File: config.mk
export PLATFORM = sky130hd
export DESIGN_NAME = aurora_mmcm_supervisor
export DESIGN_NICKNAME = d
export VERILOG_FILES = /design/src/rtl/aurora_mmcm_pkg.sv /design/src/rtl/aurora_mmcm_chan_fsm.sv /design/src/rtl/aurora_mmcm_supervisor.sv
export SDC_FILE = /design/constraint.sdc
export NUM_CORES = 1
export LEC_CHECK = 0
export ABC_AREA = 1
export CORE_MARGIN = 2
export CORE_UTILIZATION = 55
export CTS_CLUSTER_DIAMETER = 50
export CTS_CLUSTER_SIZE = 24
export DETAILED_ROUTE_END_ITERATION = 10
export PLACE_DENSITY = 0.8
export SLEW_MARGIN = 20
export SYNTH_ARGS = -nofsm -noshare
export SYNTH_HDL_FRONTEND = slang
export SYNTH_SLANG_ARGS = --single-unit
File: constraint.sdc
create_clock -name INIT_CLK -period 5.8 [get_ports INIT_CLK]
set_input_delay 1.16 -clock INIT_CLK [delete_from_list [all_inputs] [get_ports INIT_CLK]]
set_output_delay 1.16 -clock INIT_CLK [all_outputs]
set_load 0.005 [all_outputs]
File: src/rtl/aurora_mmcm_pkg.sv
// ============================================================================
// Module   : aurora_mmcm_pkg
// Brief    : Shared state encoding and constants for the Aurora MMCM supervisor.
// Revision : 1.0 - initial release
// ============================================================================
`default_nettype none

package aurora_mmcm_pkg;

    localparam int SYNC_STAGES = 2;

    typedef enum logic [2:0] {
        ST_WAIT_PLL  = 3'd0,
        ST_MMCM_RST  = 3'd1,
        ST_WAIT_LOCK = 3'd2,
        ST_SETTLE    = 3'd3,
        ST_RUN       = 3'd4
    } chan_state_t;

    function automatic int max3(input int a, input int b, input int c);
        int m;
        m = (a > b) ? a : b;
        return (m > c) ? m : c;
    endfunction

endpackage

`default_nettype wire

File: src/rtl/aurora_mmcm_chan_fsm.sv
// ============================================================================
// Module   : aurora_mmcm_chan_fsm
// Brief    : One MMCM channel: lock synchronizers, bring-up FSM, sticky timeout
//            flag and (with AURORA_MMCM_UNLOCK_CNT_EN) a saturating unlock counter.
// Revision : 1.0 - initial release
// ============================================================================
`default_nettype none

module aurora_mmcm_chan_fsm
    import aurora_mmcm_pkg::*;
#(
    parameter int RST_CYCLES    = 64,
    parameter int LOCK_TIMEOUT  = 65536,
    parameter int SETTLE_CYCLES = 16,
    parameter int CNT_WIDTH     = 16
) (
    input  logic                 clk,
    input  logic                 rst_n,
    input  logic                 pll_locked,
    input  logic                 mmcm_locked,
    input  logic                 force_reset,
    input  logic                 clear,
    output logic                 mmcm_reset,
    output logic                 chan_reset,
    output logic                 chan_ready,
    output logic                 timeout_flag,
    output logic [CNT_WIDTH-1:0] unlock_count
);

    localparam int TW = $clog2(max3(RST_CYCLES, LOCK_TIMEOUT, SETTLE_CYCLES) + 1);
    localparam logic [TW-1:0] RST_LAST    = TW'(RST_CYCLES - 1);
    localparam logic [TW-1:0] LOCK_LAST   = TW'(LOCK_TIMEOUT - 1);
    localparam logic [TW-1:0] SETTLE_LAST = TW'(SETTLE_CYCLES - 1);

    logic [SYNC_STAGES-1:0] pll_sync;
    logic [SYNC_STAGES-1:0] lock_sync;
    logic                   pll_s;
    logic                   lock_s;
    chan_state_t            state;
    chan_state_t            state_nxt;
    logic [TW-1:0]          tmr;
    logic [TW-1:0]          tmr_nxt;
    logic                   timeout_evt;

    assign pll_s  = pll_sync[SYNC_STAGES-1];
    assign lock_s = lock_sync[SYNC_STAGES-1];

    // Timer restarts at zero on every state entry; it only advances while holding.
    always_comb begin
        state_nxt   = state;
        tmr_nxt     = '0;
        timeout_evt = 1'b0;
        if (!pll_s) begin
            state_nxt = ST_WAIT_PLL;
        end else if (force_reset && (state != ST_WAIT_PLL)) begin
            state_nxt = ST_MMCM_RST;
        end else begin
            case (state)
                ST_WAIT_PLL: state_nxt = ST_MMCM_RST;
                ST_MMCM_RST: begin
                    if (tmr == RST_LAST) state_nxt = ST_WAIT_LOCK;
                    else                 tmr_nxt   = tmr + 1'b1;
                end
                ST_WAIT_LOCK: begin
                    if (lock_s) begin
                        state_nxt = ST_SETTLE;
                    end else if (tmr == LOCK_LAST) begin
                        timeout_evt = 1'b1;
                        state_nxt   = ST_MMCM_RST;
                    end else begin
                        tmr_nxt = tmr + 1'b1;
                    end
                end
                ST_SETTLE: begin
                    if (!lock_s)                 state_nxt = ST_WAIT_LOCK;
                    else if (tmr == SETTLE_LAST) state_nxt = ST_RUN;
                    else                         tmr_nxt   = tmr + 1'b1;
                end
                ST_RUN: begin
                    if (!lock_s) state_nxt = ST_MMCM_RST;
                end
                default: state_nxt = ST_WAIT_PLL;
            endcase
        end
    end

    always_ff @(posedge clk or negedge rst_n) begin
        if (!rst_n) begin
            pll_sync     <= '0;
            lock_sync    <= '0;
            state        <= ST_WAIT_PLL;
            tmr          <= '0;
            mmcm_reset   <= 1'b1;
            chan_reset   <= 1'b1;
            chan_ready   <= 1'b0;
            timeout_flag <= 1'b0;
        end else begin
            pll_sync     <= {pll_sync[SYNC_STAGES-2:0], pll_locked};
            lock_sync    <= {lock_sync[SYNC_STAGES-2:0], mmcm_locked};
            state        <= state_nxt;
            tmr          <= tmr_nxt;
            mmcm_reset   <= (state == ST_WAIT_PLL) || (state == ST_MMCM_RST);
            chan_ready   <= (state == ST_RUN);
            chan_reset   <= (state != ST_RUN);
            // A timeout on the same cycle as CLEAR must remain visible.
            timeout_flag <= timeout_evt | (timeout_flag & ~clear);
        end
    end

`ifdef AURORA_MMCM_UNLOCK_CNT_EN
    logic                 unlock_evt;
    logic [CNT_WIDTH-1:0] unlock_cnt;

    assign unlock_evt = (state == ST_RUN) && pll_s && !force_reset && !lock_s;

    always_ff @(posedge clk or negedge rst_n) begin
        if (!rst_n) begin
            unlock_cnt <= '0;
        end else if (clear) begin
            unlock_cnt <= '0;
        end else if (unlock_evt && (unlock_cnt != {CNT_WIDTH{1'b1}})) begin
            unlock_cnt <= unlock_cnt + 1'b1;
        end
    end

    assign unlock_count = unlock_cnt;
`else
    assign unlock_count = '0;
`endif

endmodule

`default_nettype wire

File: src/rtl/aurora_mmcm_supervisor.sv
// ============================================================================
// Module   : aurora_mmcm_supervisor
// Brief    : Supervises NCHAN Aurora MMCMs; reset release synchronizer plus one
//            channel FSM per MMCM. Unlock counters need AURORA_MMCM_UNLOCK_CNT_EN.
// Revision : 1.0 - initial release
// ============================================================================
`default_nettype none

module aurora_mmcm_supervisor
    import aurora_mmcm_pkg::*;
#(
    parameter int NCHAN         = 4,
    parameter int RST_CYCLES    = 64,
    parameter int LOCK_TIMEOUT  = 65536,
    parameter int SETTLE_CYCLES = 16,
    parameter int CNT_WIDTH     = 16
) (
    input  logic                       INIT_CLK,
    input  logic                       INIT_RST_N,
    input  logic [NCHAN-1:0]           TX_PLL_LOCKED,
    input  logic [NCHAN-1:0]           MMCM_LOCKED,
    input  logic [NCHAN-1:0]           FORCE_RESET,
    input  logic                       CLEAR,
    output logic [NCHAN-1:0]           MMCM_RESET,
    output logic [NCHAN-1:0]           CHAN_RESET,
    output logic [NCHAN-1:0]           CHAN_READY,
    output logic [NCHAN-1:0]           TIMEOUT_FLAG,
    output logic [NCHAN*CNT_WIDTH-1:0] UNLOCK_COUNT
);

    logic [SYNC_STAGES-1:0] rst_sync;
    logic                   core_rst_n;

    // Assertion propagates immediately; release is retimed onto INIT_CLK.
    always_ff @(posedge INIT_CLK or negedge INIT_RST_N) begin
        if (!INIT_RST_N) rst_sync <= '0;
        else             rst_sync <= {rst_sync[SYNC_STAGES-2:0], 1'b1};
    end

    assign core_rst_n = rst_sync[SYNC_STAGES-1];

    for (genvar i = 0; i < NCHAN; i++) begin : g_chan
        aurora_mmcm_chan_fsm #(
            .RST_CYCLES    (RST_CYCLES),
            .LOCK_TIMEOUT  (LOCK_TIMEOUT),
            .SETTLE_CYCLES (SETTLE_CYCLES),
            .CNT_WIDTH     (CNT_WIDTH)
        ) u_chan (
            .clk          (INIT_CLK),
            .rst_n        (core_rst_n),
            .pll_locked   (TX_PLL_LOCKED[i]),
            .mmcm_locked  (MMCM_LOCKED[i]),
            .force_reset  (FORCE_RESET[i]),
            .clear        (CLEAR),
            .mmcm_reset   (MMCM_RESET[i]),
            .chan_reset   (CHAN_RESET[i]),
            .chan_ready   (CHAN_READY[i]),
            .timeout_flag (TIMEOUT_FLAG[i]),
            .unlock_count (UNLOCK_COUNT[i*CNT_WIDTH +: CNT_WIDTH])
        );
    end

endmodule

`default_nettype wire

==> run_results.csv, run 1 <==
group,metric,value,unit
cells_and_area,area_growth,10.0,%
cts,cts-resized-gates,0,
timing,slew_headroom,0.436,
floorplanning,die_area,13500,sq um
synth,synthArstFlopShare,1.00,
timing,finalClockSkew,0.0118,ns
synth,synth.most_common_cell,"nand2_1",
worst_setup_path,arrival,2.97,ns
drt,first_pass_iters,5,
cells_and_area,final_nets,910,
power,finalPower,2.54,mW
worst_setup_path,cp.required,6.09,ns
cts,cts_setup_buffers,0,
floorplanning,die_h,116,um
synth,netlist.area_leader.share,0.384,
cts,cts_tree,"done",
floorplanning,io_pins,95,
synth,synth-seq-cells,114,
drt,vias,5126,
global_routing,grt_overflow_total,0,
synth,synth_area,6910,sq um
floorplanning,coreArea,12100,sq um
floorplanning,num_rows,40,
global_routing,grt_max_degree,71,
drt,drt_wl_total,12.4,mm
status,status,"finished clean",
global_routing,grtUsageTotal,0.204,
drt,ant_nets,0,
timing,hold_violations,0,
cts,cts-root-buf,"clkbuf_16",
placed_design,hpwl,8.80,mm
min_path,hold_path.class,"flop to asynchronous set/reset pin",
drt,drtIter0Drc,337,
timing,holdWs,0.321,ns
synth,ys_warn_count,0,
cts,clk-insertion-delay-late,0.42,ns
cts,clockBufferDepth,2,
synth,synth.distinct_cells,39,
cells_and_area,n_antenna_cell,0,
global_routing,antenna_found_initial,0,
timing,period_share,0.463,
synth,synth_edf_count,0,
cells_and_area,fin_util,0.627,
drt,drc_errors,0,
timing,setup_viol,0,
synth,synthTopCellsByArea,"dfrtp_1 (38%), buf_4 (8.8%), nand2_1 (7.6%)",
power,p_leak,3.68,nW
worst_setup_path,crit_fanout,12,
global_routing,grt_first_pass_wirelength,21.3,mm
worst_setup_path,cp_slowest_stage_delay,0.38,ns
cts,htree_levels,4,
synth,syn_inst,855,
timing,worstMarginPinSlew,0.846,ns
worst_setup_path,crit_type,"flop to flop",
worst_setup_path,path_cells,"ha_1 -> nand3_2 -> nor3_1 -> nand2_1 -> nor2_1 -> nand4_1 -> inv_1 -> ha_1 -> inv_1 -> nand3_1 -> nand3_2 -> nand2_2 -> nor2_1",
timing,fmax,373,MHz
cts,numCtsBuffers,17,
timing,slew_violations,0,
cts,clk_pin_slew,0.05,ns
power,power.density,334,nW/um^2
global_routing,grt_pass1_vias,4842,
synth,synth_top_area_cell,"dfrtp_1",
cells_and_area,fill_cells,1066,
drt,routed_via_density,4.82,
timing,period_needed,2.68,ns
synth,synth_seq_area_share,0.414,
cts,cts.sinks,114,
placed_design,post_dp_cell_area,7010,sq um
synth,synth_common_cells,"nand2_1 (140), inv_1 (129), nor2_1 (109)",
floorplanning,fp.dieW,116,um
floorplanning,start_util,0.570,
timing,rsz0062_at_grt,"false",
job,cap_viol_max_count,0,
worst_setup_path,cp-end-kind,"flop",
placed_design,finalWeightedCongestion,0.900,
drt,wire_per_inst,11.7,um
synth,syn_area_per_cell,8.08,sq um
timing,finalSetupTns,0,ns
cells_and_area,final_layout_size_suffix_gt1_frac,0.131,
worst_setup_path,crit_path_start_kind,"flop",
synth,synth_flop_cell,"dfrtp_1",
worst_setup_path,crit_slowest_cell,"dfrtp_1",
cells_and_area,final_area,7600,sq um
placed_design,portBuffers,30,
power,peakVddDrop,0.242,mV
cts,cts_hold_buf,0,
## critical path, delay by kind of cell, from the launching register on
family        cells  cell delay (ns)
buf+inv           2             0.14
flops             1             0.38
fa+ha+maj         2             0.42
simple gates      9             1.61
## metrics by stage
| stage | setup slack, ns | instances |
|---|---|---|
| 2_1_floorplan | 2.40 | 918 |
| 3_3_place_gp | 3.16 | 1032 |
| 3_5_place_dp | 3.11 | 1032 |
| 4_1_cts | 3.08 | 1064 |
| 5_1_grt | 2.83 | 1064 |
| 6_report | 3.12 | 1064 |
## worst paths after layout
path | startpoint | end | slack (ns) | cells past startpoint
min in group INIT_CLK | g_chan[3].u_chan.lock_sync[0] | g_chan[3].u_chan.lock_sync[1] | 0.34 | 0
setup / recovery | g_chan[2].u_chan.tmr[0] | g_chan[2].u_chan.tmr[11] | 3.12 | 13
max in group asynchronous | rst_sync[1] | g_chan[3].u_chan.pll_sync[1] | 4.22 | 1
hold reg to reg | rst_sync[1] | g_chan[0].u_chan.lock_sync[0] | 0.32 | 0
hold / removal | rst_sync[1] | g_chan[0].u_chan.lock_sync[0] | 0.32 | 0
setup reg to reg | g_chan[2].u_chan.tmr[0] | g_chan[2].u_chan.tmr[11] | 3.12 | 13
## metal layers
layer,vias up,track usage,share of wire
met2,130,0.342,0.49
met3,11,0.0685,0.048
met1,2404,0.251,0.45
li1,2581,-,-
met5,-,0,0
met4,0,0.0635,0.011
## cell usage in the layout (no fill, tap or decap), types with 16 or more instances in the layout
| cell type | count |
|---|---|
| nand2_1 | 140 |
| inv_1 | 129 |
| nor2_1 | 109 |
| dfrtp_1 | 105 |
| nand3_1 | 69 |
| conb_1 | 65 |
| clkdlybuf4s50_1 | 30 |
| nor2_4 | 24 |
| xor2_1 | 22 |
| nand4_1 | 21 |
| clkbuf_16 | 17 |
| nor2_2 | 16 |
## registers in the layout, indices dropped and copies added, names as in the netlist
signal	cells
g_chan.u_chan.tmr	68
g_chan.u_chan.state	12
g_chan.u_chan.lock_sync	8
g_chan.u_chan.pll_sync	8
g_chan.u_chan.chan_ready	4
g_chan.u_chan.chan_reset	4
g_chan.u_chan.mmcm_reset	4
g_chan.u_chan.timeout_flag	4
rst_sync	2
## power by group
part | total (mW) | internal (mW) | switching (mW)
Sequential | 0.929 | 0.868 | 0.0614
Clock | 1.03 | 0.681 | 0.352
Combinational | 0.576 | 0.185 | 0.391
## cell type report
| cell class | count | area [sq um] | area share |
|---|---|---|---|
| timing repair buffer | 31 | 308 | 0.0405 |
| tap | 168 | 210 | 0.0277 |
| inverter | 134 | 504 | 0.0663 |
| multi-input combinational | 585 | 3120 | 0.411 |
| sequential | 114 | 2870 | 0.377 |
| clock buffer | 21 | 450 | 0.0593 |
| clock inverter | 11 | 136 | 0.0179 |
## kinds of logic (layout without fill, tap and decap cells)
group / Yosys count / count (layout) / synth area share
simple gates: 434 / 434 / 0.318
fa+ha+maj: 12 / 12 / 0.0217
compound gates: 40 / 40 / 0.0346
buf+inv: 219 / 197 / 0.168
flops: 114 / 114 / 0.414
other cells: 2 / 65 / 0.00109
xor+xnor: 34 / 34 / 0.0431
(Power assumes the default switching activity.)
==> run 2: changes to the inputs <==
CORE_UTILIZATION = 50   (was 55)
PLACE_DENSITY = 0.77   (was 0.8)
clock period = 2.2 ns   (was 5.8 ns; I/O delays follow)
==> run 2 against run 1 <==
Compared with the run above: global-route usage decreased by 1.7 points; worst hold slack worse by 0.14 ns; die area is 9.6% higher; via count increased by 4.4%; sequential power rose to 2.6 times the previous value; combinational power grew to 3.3 times the previous value; power rose to 2.8 times the previous value; setup slack got worse by 3.1 ns; cell count up 5.0%; non-clock buffer count rose by 45; critical path type unchanged; critical endpoint is now g_chan[1].u_chan.state[2].
==> run_results.csv, run 2 (synthesis gave the netlist of run 1 again) <==
group,metric,value,unit
worst_setup_path,arrival,2.50,ns
cells_and_area,largest_register_ffs,68,
worst_setup_path,crit_start,"g_chan[1].u_chan.tmr[0]",
cells_and_area,regMostFlops,"g_chan.u_chan.tmr",
worst_setup_path,cp_slowest_stage_delay,0.36,ns
cts,cts-root-buf,"clkbuf_16",
cells_and_area,area_growth,19.6,%
worst_setup_path,path_common_cell,"nand3_2",
drt,first_pass_iters,5,
timing,setup_viol,0,
cells_and_area,layout_commonest_cell,"nand2_1",
global_routing,grt_first_pass_wirelength,21.8,mm
cts,numCtsBuffers,17,
placed_design,portBuffers,30,
cts,clk_pin_slew,0.05,ns
cells_and_area,final_layout_size_suffix_gt1_frac,0.208,
cts,cts_tree,"done",
drt,drt_wl_total,13.8,mm
global_routing,grt_overflow_total,0,
drt,ant_nets,0,
timing,fmax,456,MHz
cts,cts.sinks,114,
timing,hold_violations,0,
cells_and_area,fill_cells,1131,
cts,htree_levels,4,
worst_setup_path,path_cells,"ha_2 -> nand3_4 -> nor3_4 -> nand3_2 -> nor2_4 -> nand3_2 -> inv_2 -> ha_4 -> nand3b_1 -> nand2_1 -> inv_1 -> nand3_2 -> nor2_1 -> nor2_1",
cts,clockBufferDepth,2,
cells_and_area,n_antenna_cell,0,
timing,finalClockSkew,0.00870,ns
drt,drc_errors,0,
placed_design,hpwl,9.49,mm
floorplanning,io_pins,95,
floorplanning,coreArea,13300,sq um
floorplanning,die_h,122,um
timing,worstMarginPinSlew,0.525,ns
cts,clk-insertion-delay-late,0.42,ns
worst_setup_path,cp.required,2.51,ns
worst_setup_path,r2r_start,"g_chan[1].u_chan.tmr[0]",
job,cap_viol_max_count,0,
power,p_leak,4.03,nW
global_routing,grt_pass1_vias,4946,
drt,wire_per_inst,12.3,um
worst_setup_path,crit_path_start_kind,"flop",
timing,rsz0062_at_grt,"true",
floorplanning,fp.dieW,122,um
global_routing,grtUsageTotal,0.187,
cells_and_area,final_nets,955,
floorplanning,num_rows,42,
power,power.density,854,nW/um^2
timing,period_needed,2.19,ns
floorplanning,start_util,0.518,
cells_and_area,fin_util,0.619,
worst_setup_path,crit_slowest_cell,"dfrtp_1",
drt,routed_via_density,4.79,
drt,drtIter0Drc,390,
floorplanning,die_area,14800,sq um
min_path,hold_path.class,"input port to asynchronous set/reset pin",
status,status,"finished clean",
placed_design,finalWeightedCongestion,0.912,
power,peakVddDrop,0.669,mV
timing,period_share,0.996,
worst_setup_path,crit_fanout,4,
cells_and_area,layout_common_cells,"nand2_1 (134), inv_1 (124), nor2_1 (107), dfrtp_1 (105), conb_1 (65)",
power,finalPower,7.06,mW
worst_setup_path,cp-end-kind,"flop",
worst_setup_path,crit_type,"flop to flop",
timing,slew_violations,0,
global_routing,antenna_found_initial,0,
timing,finalSetupTns,0,ns
drt,vias,5352,
timing,slew_headroom,0.650,
global_routing,grt_max_degree,40,
cells_and_area,reg_top3,"g_chan.u_chan.tmr x68, g_chan.u_chan.state x12",
## run 2: cell types whose count changed in the layout (fill, tap and decap cells not counted), moves of 5 or more
cell | before | now
buf_4 | 1 | 37
ha_1 | 12 | 4
ha_2 | 0 | 5
inv_1 | 129 | 124
inv_2 | 3 | 8
nand2_1 | 140 | 134
nand3_1 | 69 | 62
nor2_4 | 24 | 30
## run 2: report_power, final
group          leakage, nW  total (mW)  switching, mW  internal, mW
Clock                0.277        2.69          0.968          1.72
Sequential            1.51        2.45          0.166          2.29
Combinational         2.24        1.92           1.19         0.730
## run 2: layout make-up
type / count / area [sq um] / area share
tap: 176 / 220 / 0.0266
multi-input combinational: 585 / 3340 / 0.404
clock inverter: 13 / 135 / 0.0164
timing repair buffer: 76 / 746 / 0.0902
clock buffer: 19 / 453 / 0.0548
sequential: 114 / 2870 / 0.347
inverter: 134 / 504 / 0.0610
## run 2: path summary, 6_finish.rpt
check                                               end  slack (ns)  cells after the start
setup / recovery              g_chan[1].u_chan.state[2]       0.008                     14
hold / removal                              rst_sync[1]        0.19                      1
setup reg to reg              g_chan[1].u_chan.state[2]       0.008                     14
hold reg to reg                 g_chan[0].u_chan.tmr[3]        0.30                      0
max in group asynchronous      g_chan[1].u_chan.tmr[10]        1.23                      1
min in group INIT_CLK      g_chan[2].u_chan.pll_sync[1]        0.34                      0
## run 2: metrics by stage
stage / instances / setup WS, ns / hold slack (ns) / instance area [sq um]
after floorplan: 918 / 0.0436 / 0.144 / 7150
after global placement: 1070 / 0.0842 / 0.317 / 7300
after detailed placement: 1070 / 0.00277 / 0.323 / 7300
after CTS: 1102 / 0.0349 / 0.170 / 7900
after global routing: 1117 / -0.124 / 0.179 / 8260
final: 1117 / 0.00789 / 0.185 / 8260
## run 2: repair_timing
item                                    CTS  global route
setup buffers                             0            13
cloned                                    0             2
endpoints found under the setup margin   22            68
gates resized for setup                   2            52
pin swaps                                 0            21
hold buffers                              0             0
## run 2: worst max-delay path, delay by kind of cell (launching register included)
kind	cells	cell delay (ns)
AND/OR/NAND/NOR	10	1.25
flip-flops	1	0.36
adder cells (fa/ha/maj)	2	0.34
buffers and inverters	2	0.14
## run 2: layer usage
metal  track usage  wire, um
met1         0.236      6050
met2         0.309      6820
met3        0.0501       642
met4        0.0697       249
met5             0         0
